==> src/rtl/alu_multicycle_if.sv <==
// ---------------------------------------------------------------------------
// alu_multicycle_if
// Handshake and data bundle between the control unit and the multi-cycle ALU.
//   start_i   request, sampled by the ALU only while it is idle
//   opcode_i  operation select, sampled with start_i
//   a_i, b_i  operands, sampled with start_i
//   busy_o    high whenever the ALU is not idle
//   done_o    one-cycle pulse marking a fresh result
//   result_o  registered result
//   ALUFlags  registered {N,Z,C,V}
// The master modport is the requester (control unit), the slave is the ALU.
// ---------------------------------------------------------------------------
interface alu_multicycle_if #(
    parameter int N = 32
);
    logic         start_i;
    logic [2:0]   opcode_i;
    logic [N-1:0] a_i;
    logic [N-1:0] b_i;
    logic         busy_o;
    logic         done_o;
    logic [N-1:0] result_o;
    logic [3:0]   ALUFlags;

    modport master (
        output start_i, opcode_i, a_i, b_i,
        input  busy_o, done_o, result_o, ALUFlags
    );

    modport slave (
        input  start_i, opcode_i, a_i, b_i,
        output busy_o, done_o, result_o, ALUFlags
    );
endinterface

==> src/rtl/alu_multicycle.sv <==
// ---------------------------------------------------------------------------
// alu_multicycle
// Sequential eight-operation ALU with an iterative shift-add multiplier and an
// iterative restoring unsigned divider. All results and NZCV flags are
// registered; a start/busy/done handshake lets the control unit stall.
// Ports:
//   clk_i  clock, rising edge
//   rst_i  synchronous active-high reset
//   bus    alu_multicycle_if slave (start/opcode/operands in,
//          busy/done/result/flags out)
// ---------------------------------------------------------------------------
module alu_multicycle #(
    parameter int N = 32
) (
    input  logic                  clk_i,
    input  logic                  rst_i,
    alu_multicycle_if.slave       bus
);
    localparam int SW = $clog2(N);

    typedef enum logic [1:0] {
        IDLE = 2'd0,
        ITER = 2'd1,
        DONE = 2'd2
    } state_e;

    state_e         state_q, state_d;
    logic [SW-1:0]  cnt_q, cnt_d;
    logic           isDiv_q, isDiv_d;
    logic [N-1:0]   opA_q, opA_d;
    logic [N-1:0]   opB_q, opB_d;
    logic [N-1:0]   acc_q, acc_d;
    logic [2*N-1:0] rem_q, rem_d;
    logic [N-1:0]   result_q, result_d;
    logic [3:0]     flags_q, flags_d;

    logic [N-1:0]   aluRes;
    logic           aluC, aluV;
    logic [N:0]     addSum;
    logic [N:0]     shWide;
    logic [N-1:0]   accNext;
    logic [2*N:0]   shifted;
    logic [N:0]     trial;
    logic [2*N-1:0] remNext;
    logic [N-1:0]   iterRes;

    // Single-cycle datapath for opcodes 000-101. The shift is done one bit
    // wider than the operand so the top bit is the last bit shifted out; a
    // zero shift leaves it clear, which is exactly the required C behaviour.
    always_comb begin
        aluRes = '0;
        aluC   = 1'b0;
        aluV   = 1'b0;
        addSum = '0;
        shWide = {1'b0, bus.a_i} << bus.b_i[SW-1:0];
        case (bus.opcode_i)
            3'b000: begin
                addSum = {1'b0, bus.a_i} + {1'b0, bus.b_i};
                aluRes = addSum[N-1:0];
                aluC   = addSum[N];
                aluV   = (bus.a_i[N-1] == bus.b_i[N-1]) && (aluRes[N-1] != bus.a_i[N-1]);
            end
            3'b001: begin
                addSum = {1'b0, bus.a_i} + {1'b0, ~bus.b_i} + (N+1)'(1);
                aluRes = addSum[N-1:0];
                aluC   = addSum[N];
                aluV   = (bus.a_i[N-1] == ~bus.b_i[N-1]) && (aluRes[N-1] != bus.a_i[N-1]);
            end
            3'b010: aluRes = bus.a_i & bus.b_i;
            3'b011: aluRes = bus.a_i | bus.b_i;
            3'b100: aluRes = bus.a_i ^ bus.b_i;
            3'b101: begin
                aluRes = shWide[N-1:0];
                aluC   = shWide[N];
            end
            default: aluRes = '0;
        endcase
    end

    // One iteration step of each multi-cycle unit. The multiplier adds the
    // left-shifting multiplicand whenever the right-shifting multiplier LSB is
    // set. The divider shifts the 2N-bit remainder left and subtracts the
    // divisor from the upper half (with one extra bit so no carry is lost);
    // a divisor of zero never borrows, so the quotient naturally becomes
    // all ones.
    always_comb begin
        accNext = acc_q + (opB_q[0] ? opA_q : '0);
        shifted = {rem_q, 1'b0};
        trial   = shifted[2*N:N] - {1'b0, opB_q};
        if (!trial[N]) begin
            remNext = {trial[N-1:0], shifted[N-1:1], 1'b1};
        end else begin
            remNext = shifted[2*N-1:0];
        end
        iterRes = isDiv_q ? remNext[N-1:0] : accNext;
    end

    // Next-state logic: IDLE accepts a request, ITER runs N steps counting
    // down from N-1, DONE is a single pulse cycle that always returns to IDLE.
    always_comb begin
        state_d  = state_q;
        cnt_d    = cnt_q;
        isDiv_d  = isDiv_q;
        opA_d    = opA_q;
        opB_d    = opB_q;
        acc_d    = acc_q;
        rem_d    = rem_q;
        result_d = result_q;
        flags_d  = flags_q;
        case (state_q)
            IDLE: begin
                if (bus.start_i) begin
                    if (bus.opcode_i[2:1] == 2'b11) begin
                        state_d = ITER;
                        isDiv_d = bus.opcode_i[0];
                        cnt_d   = SW'(N - 1);
                        opA_d   = bus.a_i;
                        opB_d   = bus.b_i;
                        acc_d   = '0;
                        rem_d   = {{N{1'b0}}, bus.a_i};
                    end else begin
                        state_d  = DONE;
                        result_d = aluRes;
                        flags_d  = {aluRes[N-1], aluRes == '0, aluC, aluV};
                    end
                end
            end
            ITER: begin
                cnt_d = cnt_q - 1'b1;
                acc_d = accNext;
                rem_d = remNext;
                if (!isDiv_q) begin
                    opA_d = opA_q << 1;
                    opB_d = opB_q >> 1;
                end
                if (cnt_q == '0) begin
                    state_d  = DONE;
                    result_d = iterRes;
                    flags_d  = {iterRes[N-1], iterRes == '0, 1'b0, isDiv_q && (opB_q == '0)};
                end
            end
            DONE: state_d = IDLE;
            default: state_d = IDLE;
        endcase
    end

    // State and datapath registers with synchronous reset.
    always_ff @(posedge clk_i) begin
        if (rst_i) begin
            state_q  <= IDLE;
            cnt_q    <= '0;
            isDiv_q  <= 1'b0;
            opA_q    <= '0;
            opB_q    <= '0;
            acc_q    <= '0;
            rem_q    <= '0;
            result_q <= '0;
            flags_q  <= 4'b0000;
        end else begin
            state_q  <= state_d;
            cnt_q    <= cnt_d;
            isDiv_q  <= isDiv_d;
            opA_q    <= opA_d;
            opB_q    <= opB_d;
            acc_q    <= acc_d;
            rem_q    <= rem_d;
            result_q <= result_d;
            flags_q  <= flags_d;
        end
    end

    assign bus.busy_o   = (state_q != IDLE);
    assign bus.done_o   = (state_q == DONE);
    assign bus.result_o = result_q;
    assign bus.ALUFlags = flags_q;
endmodule

==> src/flat_wrapper.sv <==
// flat-port wrapper written by rule: the top's interface ports become plain ports
module alu_multicycle_flat 
#(
    parameter int N = 32
)
  (clk_i, rst_i, bus_start_i, bus_opcode_i, bus_a_i, bus_b_i, bus_busy_o, bus_done_o, bus_result_o, bus_ALUFlags);
  alu_multicycle_if #(.N(N)) bus_i ();
  input  logic clk_i;
  input  logic rst_i;
  input wire logic [$bits(bus_i.start_i)-1:0] bus_start_i;
  input wire logic [$bits(bus_i.opcode_i)-1:0] bus_opcode_i;
  input wire logic [$bits(bus_i.a_i)-1:0] bus_a_i;
  input wire logic [$bits(bus_i.b_i)-1:0] bus_b_i;
  output wire logic [$bits(bus_i.busy_o)-1:0] bus_busy_o;
  output wire logic [$bits(bus_i.done_o)-1:0] bus_done_o;
  output wire logic [$bits(bus_i.result_o)-1:0] bus_result_o;
  output wire logic [$bits(bus_i.ALUFlags)-1:0] bus_ALUFlags;
  assign bus_i.start_i = bus_start_i;
  assign bus_i.opcode_i = bus_opcode_i;
  assign bus_i.a_i = bus_a_i;
  assign bus_i.b_i = bus_b_i;
  assign bus_busy_o = bus_i.busy_o;
  assign bus_done_o = bus_i.done_o;
  assign bus_result_o = bus_i.result_o;
  assign bus_ALUFlags = bus_i.ALUFlags;
  alu_multicycle #(.N(N)) u_core (.clk_i(clk_i), .rst_i(rst_i), .bus(bus_i));
endmodule
==> config.mk <==
export PLATFORM = sky130hd
export DESIGN_NAME = alu_multicycle_flat
export DESIGN_NICKNAME = d
export VERILOG_FILES = /design/src/rtl/alu_multicycle_if.sv /design/src/rtl/alu_multicycle.sv /design/src/flat_wrapper.sv
export SDC_FILE = /design/constraint.sdc
export NUM_CORES = 1
export LEC_CHECK = 0
export BUFFER_PORTS_ARGS = -buffer_cell sky130_fd_sc_hd__buf_2
export CAP_MARGIN = 20
export CORE_MARGIN = 2
export CORE_UTILIZATION = 45
export DETAILED_ROUTE_END_ITERATION = 8
export SYNTH_ARGS = -nofsm -noshare
export SYNTH_HDL_FRONTEND = slang
export SYNTH_SLANG_ARGS = --single-unit
==> constraint.sdc <==
create_clock -name clk_i -period 4.05 [get_ports clk_i]
set_clock_uncertainty 0.2 [all_clocks]
set_input_delay 0 -clock clk_i [delete_from_list [all_inputs] [get_ports clk_i]]
set_output_delay 0 -clock clk_i [all_outputs]
set_load 0.01 [all_outputs]
Word level (Yosys, flattened, before mapping):

Cells that the tools add are included.
W data, S select, Z words.

* register bits after elaboration: 204
* bits in latches: 0
* RAM bits: 0
* memory bits (read-only): 0
* input port bits: 70
* memories: 0

* $add $sub $neg: 6
* multipliers: 0
* divide/modulo/power cells: 0
* order comparisons: 0
* equality and inequality tests: 17
* shift-type cells: 1
* mux-type cells: 35
* bitwise gates (word level): 5
* reductions and logical operators: 16

Operator list (number)
* $mux W32: 13
* $pmux W32 S2: 4
* $mux W64: 3
* $pmux W32 S6: 1
* $pmux W64 S2: 1
* $logic_not A32 Y1: 3
* $add A32 B32 Y33: 2
* $add A33 B1 Y33 const B: 1
* $shl A32 B5 Y33: 1
* $sub A33 B32 Y33: 1
* $add A32 B32 Y32: 1
* $and A32 B32 Y32: 1
* $not A32 Y32: 1
* $or A32 B32 Y32: 1
* $xor A32 B32 Y32: 1
* $mux W4: 3
* $mux W5: 2
* $pmux W5 S2: 1
* $pmux W4 S2: 1
* $reduce_and A4 Y1: 2
* $eq A3 B2 Y1 const B: 2
* $eq A3 B3 Y1 const B: 2
* $mux W2: 3
* $ne A2 B2 Y1 const B: 3
* 18 further kinds: 26

Depth between registers and ports, before layout:

* word-level depth: 9
* gate-level depth with buffers: 18

Worst setup path before layout:

OpenSTA, ideal clock, no wires.

* path kind: in2reg
* start: in bus_b_i[2]
* end: reg u_core.flags_q[2] (netlist: u_core.bus.ALUFlags[2])
* arrival time: 3.792 ns
* required time: 3.790 ns
* slack: -0.002 ns
* stages: 18
* path buffers: 4
* cell sequence: buf_2 inv_2 buf_1 clkbuf_1 ha_1 buf_2 or2_1 nand2_1 o31ai_1 a31o_1 a211oi_1 nor2_1 mux2i_1 or3_1 or4_1 nor4_1 nand4_1 nand2_1

* longest elaborated chain between the ends: 8
* elaborated cells between the ends (all ways): 13

RTL lines
* start, declared: RTL line flat_wrapper.sv:13 `input wire logic [$bits(bus_i.b_i)-1:0] bus_b_i;`
* $not A32 Y32: RTL line alu_multicycle.sv:64 `addSum = {1'b0, bus.a_i} + {1'b0, ~bus.b_i} + (N+1)'(1);`
* $add A32 B32 Y33: RTL line alu_multicycle.sv:64
* $add A33 B1 Y33: RTL line alu_multicycle.sv:64
* $pmux W32 S6 (*): RTL line alu_multicycle.sv:56 `case (bus.opcode_i)`
* $logic_not A32 Y1 (*): RTL line alu_multicycle.sv:124 `flags_d = {aluRes[N-1], aluRes == '0, aluC, aluV};`
* $mux W4 (*): RTL line alu_multicycle.sv:113 `if (bus.opcode_i[2:1] == 2'b11) begin`
* $mux W4 (*): RTL line alu_multicycle.sv:112 `if (bus.start_i) begin`
* $pmux W4 S2 (*): RTL line alu_multicycle.sv:110 `case (state_q)`
* end signal, assigned: RTL line alu_multicycle.sv:168 `flags_q <= flags_d;`
* end, declared: RTL line alu_multicycle.sv:35 `logic [3:0] flags_q, flags_d;`

Every way passes the cells marked *; elsewhere a longest branch is shown, timed or not. The select of a mux whose other input is x is not followed.
A chain may end at the register's enable or synchronous reset.

Worst setup path in the final report:

* start: reg u_core.opB_q[0]
* end: reg u_core.flags_q[2] (netlist: u_core.bus.ALUFlags[2])

* longest elaborated chain between the ends: 6
* elaborated cells between the ends (all ways): 8

RTL lines
* start, declared: RTL line alu_multicycle.sv:31 `logic [N-1:0] opB_q, opB_d;`
* start signal, assigned: RTL line alu_multicycle.sv:164 `opB_q <= opB_d;`
* $sub A33 B32 Y33 / $mux W32 (equally long branches): RTL line alu_multicycle.sv:89, alu_multicycle.sv:87
* $mux W64 / $add A32 B32 Y32 (equally long branches): RTL line alu_multicycle.sv:90, alu_multicycle.sv:87
* $mux W32 (*): RTL line alu_multicycle.sv:95 `iterRes = isDiv_q ? remNext[N-1:0] : accNext;`
* $logic_not A32 Y1 (*): RTL line alu_multicycle.sv:139 `flags_d = {iterRes[N-1], iterRes == '0, 1'b0, isDiv_q && (opB_q == '0)};`
* $mux W4 (*): RTL line alu_multicycle.sv:136 `if (cnt_q == '0) begin`
* $pmux W4 S2 (*): RTL line alu_multicycle.sv:110

Marks and branches as above.

==> metrics.md <==
| Metric | Value |
|---|---|
| Outcome | complete, but fails checks |
| Failing checks | negative setup slack |
| Drt pass-1 iters | 6 |
| Clock root buffer | clkbuf_16 |
| Initial Utilization | 45.3% |
| Syn Nets | 2955 |
| Cell taking the most area after synthesis | dfxtp_1 |
| First-pass GRT wire length | 127000 µm |
| Most common cell after layout, fill and taps aside | nor2_1 |
| Fin crit share | 101% |
| WL final | 84200 µm |
| Worst Path Required | between 4000 and 5000 ps |
| Synth Register Bits | 203 |
| Delay-heaviest family, CP | simple AND/OR/NAND/NOR gates |
| Max-capacitance violation count | 0 |
| Unrepaired setup endpoints after global routing | true |
| Layout Area Growth over Synthesis | 24.3% |
| Worst hold path type | in -> reg |
| Iter 0 DRT Violations | between 2000 and 2500 |
| Count of flip-flops with a built-in enable after synthesis | 0 |
| Main combinational cell family by area after synthesis | compound AO/OA/AOI/OAI gates |
| Simple-Gate Fraction of Synth Area | 22.7% |
| Critical path type | reg -> reg |
| Xor/xnor share of the synthesized area | 3.16% |
| Syn. warnings | 0 |
| Crit path depth | 16 |
| Gr usage total | 35.1% |
| Max rail drop VDD | 256 µV |
| Final setup fails | 1 |
| Routed WL per cell | between 20 and 25 µm |
| Adder-cell area share of the yosys netlist | 10.6% |
| Initial antenna violation count | 1 |
| Rows | 77 |
| Worst reg-to-reg path cell count | 16 |
| Top fanout value on the critical path | 3 |
| Achievable Freq | 245 MHz |
| Worst slack, placed | -68.9 ps |
| Clk_lat worst skew | between 500 and 600 ps |
| Worst-path cell chain | and2_4 > ha_4 > inv_1 > fa_2 > nand2b_4 > a21oi_4 > nor2_2 > mux2_4 > or3_1 > or4_4 > a2111oi_4 > buf_4 > nand4b_1 > nor4_2 > a41oi_1 > nand2_1 |
| GPL Wtd Cong | 1.01 |
| Sequential element share of the synthesized area | 20.4% |
| H-tree depth | 1 |
| Clock transition at path regs | 60 ps |
| Worst Max-Slew Pin Slew | 981 ps |
| Synth Area in Compound Gates | 29.5% |
| Remaining antenna violation count | 0 |
| Power density of the placed cells | roughly 290 mW/mm² |
| Die Y | approximately 210 µm |
| Number of buffers and inverters on the critical path | 2 |
| Detail Placement HPWL | 64100 µm |
| Min Tclk post-route | 4090 ps |
| Synth Cell Area | between 0.015 and 0.02 mm² |
| Worst hold slack | between 50 and 60 ps |
| Leakage | 10.6 nW |
| Post-synthesis async set-or-reset flop share | 0% |
| GRT Residual Overflow | 0 |
| Final Net Count | between 3000 and 4000 |
| CP Launch Type | register |
| CTS buffer count | 25 |
| Syn Inst Count | around 2700 |
| Final WS setup | -36.3 ps |
| Worst flop-to-flop path endpoint | u_core.bus.ALUFlags[2]$_SDFFE_PP0P_ |
| Vias | between 20000 and 25000 |
| Proportion of synthesized area in mux cells | a little over 7% |
| Final Hold Fails | 0 |
| Die area | ~0.046 mm² |
| CTS Buffer Depth | 3 |
| CTS sink cnt | 203 |
| IO buf count | between 100 and 150 |
| CTS tree | built |
| Crit path DAT | 4380 ps |
| DRC errors left | 0 |
| End point of the critical path | u_core.bus.ALUFlags[2]$_SDFFE_PP0P_ |
| ANT cells | 0 |
| Critical Path End Type | register |
| Main synth FF type | dfxtp_1 |
| Reg2reg start | u_core.opB_q[0]$_SDFFE_PP0P_ |
| Worst rel slew slack | 34.6% |
| Commonest non-fill, non-tap cells in the layout | 357 x nor2_1, 291 x buf_4, 263 x nand2_1 |
| R2r setup slk | -40 ps |
| Vias in the first global route | 21800 |
| Ranking of synthesized cells by area | dfxtp_1 20%, ha_1 10%, nor2_1 6.9%, nand2_1 5.0%, a21oi_1 4.5% |
| Min-Delay Path Depth | 6 |
| Syn Area/Cell | 7.34 µm² |
| Yosys top cell area share | between 20% and 30% |
| Final Max Slew Viols | 0 |
| I/O pins | 108 |
| Core footprint | 0.0440 mm² |
| Critical-path top delay cell | or4_4 |
| Fraction of layout cells with a size suffix above 1 | 19.6% |
| Pin count of the biggest net entering global routing | approximately 120 |
| Worst setup path start | u_core.opB_q[0]$_SDFFE_PP0P_ |
| Via-to-Cell Ratio | 6.26 |
| Slowest Stage Delay on Critical Path | 550 ps |
| Distinct cells, synth | 104 |
| Die X | 215 µm |
## how the worst min path moves through the flow
stage,startpoint,to,slack (ps)
floorplan,bus_a_i[0],u_core.opA_q[0]$_SDFFE_PP0P_,-50
global placement,bus_b_i[28],u_core.opB_q[28]$_SDFFE_PP0P_,120
detailed placement,bus_b_i[28],u_core.opB_q[28]$_SDFFE_PP0P_,130
CTS,bus_a_i[24],u_core.opA_q[24]$_SDFFE_PP0P_,50
global route,bus_a_i[24],u_core.opA_q[24]$_SDFFE_PP0P_,60
finish,bus_a_i[10],u_core.rem_q[10]$_SDFFE_PP0P_,60
## per-stage QoR
step / TNS [ps] / cell area (µm²) / util [%] / total power [W] / cells
after floorplan: 0 / 19900 / - / 0.00374 / 2719
after global placement: 0 / 22800 / 51.7 / 0.00470 / 3517
after detailed placement: -119 / 22800 / 51.7 / 0.00472 / 3517
after CTS: 0 / 24400 / 55.3 / 0.00707 / 3636
after global routing: -261 / 24800 / 56.3 / 0.00744 / 3644
final: -36.3 / 24800 / 56.3 / 0.00715 / 3644
## synthesized netlist by cell type, drive strengths merged, types with 17 or more instances
cell type	n
nor2	365
a31oi	23
o211ai	27
a21oi	183
ha	162
a21o	55
mux2	19
o22ai	25
mux2i	49
xor2	29
a211oi	92
nor2b	20
o31ai	26
o21a	18
and2	40
nor3	110
nand2b	28
nand4	20
a22oi	60
nand2	267
clkbuf	156
mux4	32
nor4	21
nand3	38
xnor2	43
inv	144
a311oi	44
a221oi	18
o21ai	139
dfxtp	203
buf	34
or3	17
## power breakdown
part           internal, W  switching [W]
Sequential         0.00212       0.000113
Clock              0.00134       0.000945
Combinational      0.00108        0.00156
Total              0.00453        0.00262
## registers in the layout, indices dropped and copies added, names as in the netlist
name                 flops
u_core.state_q           2
u_core.acc_q            32
u_core.bus.ALUFlags      4
u_core.isDiv_q           1
u_core.bus.result_o     31
u_core.opB_q            32
u_core.rem_q            64
u_core.cnt_q             5
u_core.opA_q            32
## per-layer routing
layer | GRT usage [%] | wire, µm | up-vias
met1 | 46.8 | 35600 | 10900
met4 | 17.2 | 4630 | 0
li1 | - | - | 10600
met2 | 56.0 | 37500 | 1108
met3 | 4.45 | 6550 | 220
met5 | 0 | 0 | -
## cell families after synthesis
group,Yosys count
compound gates,855
flops,203
buf+inv,335
mux,100
xor+xnor,72
simple gates,988
fa+ha+maj,166
## area by class of cell
| cell class | count | area [µm²] |
|---|---|---|
| Multi-Input combinational cell | 2181 | 15000 |
| Clock inverter | 6 | 65.1 |
| Clock buffer | 37 | 751 |
| Sequential cell | 203 | 4070 |
| Tap cell | 592 | 741 |
| Fill cell | 4181 | 19200 |
| Timing Repair Buffer | 480 | 3620 |
| Inverter | 145 | 544 |
## worst register-to-register path, delay by kind of cell, from the launching register on
| kind | cells | cell delay [ps] |
|---|---|---|
| flip-flops | 1 | 390 |
| buffers and inverters | 2 | 210 |
| AO/OA/AOI/OAI | 3 | 690 |
| adder cells (fa/ha/maj) | 2 | 450 |
| AND/OR/NAND/NOR | 8 | 1810 |
| multiplexers | 1 | 260 |
## timing repair
item                                    4_1_cts  5_1_grt
pin swaps                                     3       25
endpoints found under the setup margin        9       37
cloned                                        0        1
hold buffers                                 69        0
buffers inserted                              7        6
gates resized for setup                       8       75
hold endpoints to repair                    131        0
Power figures use the tool's default switching activity.
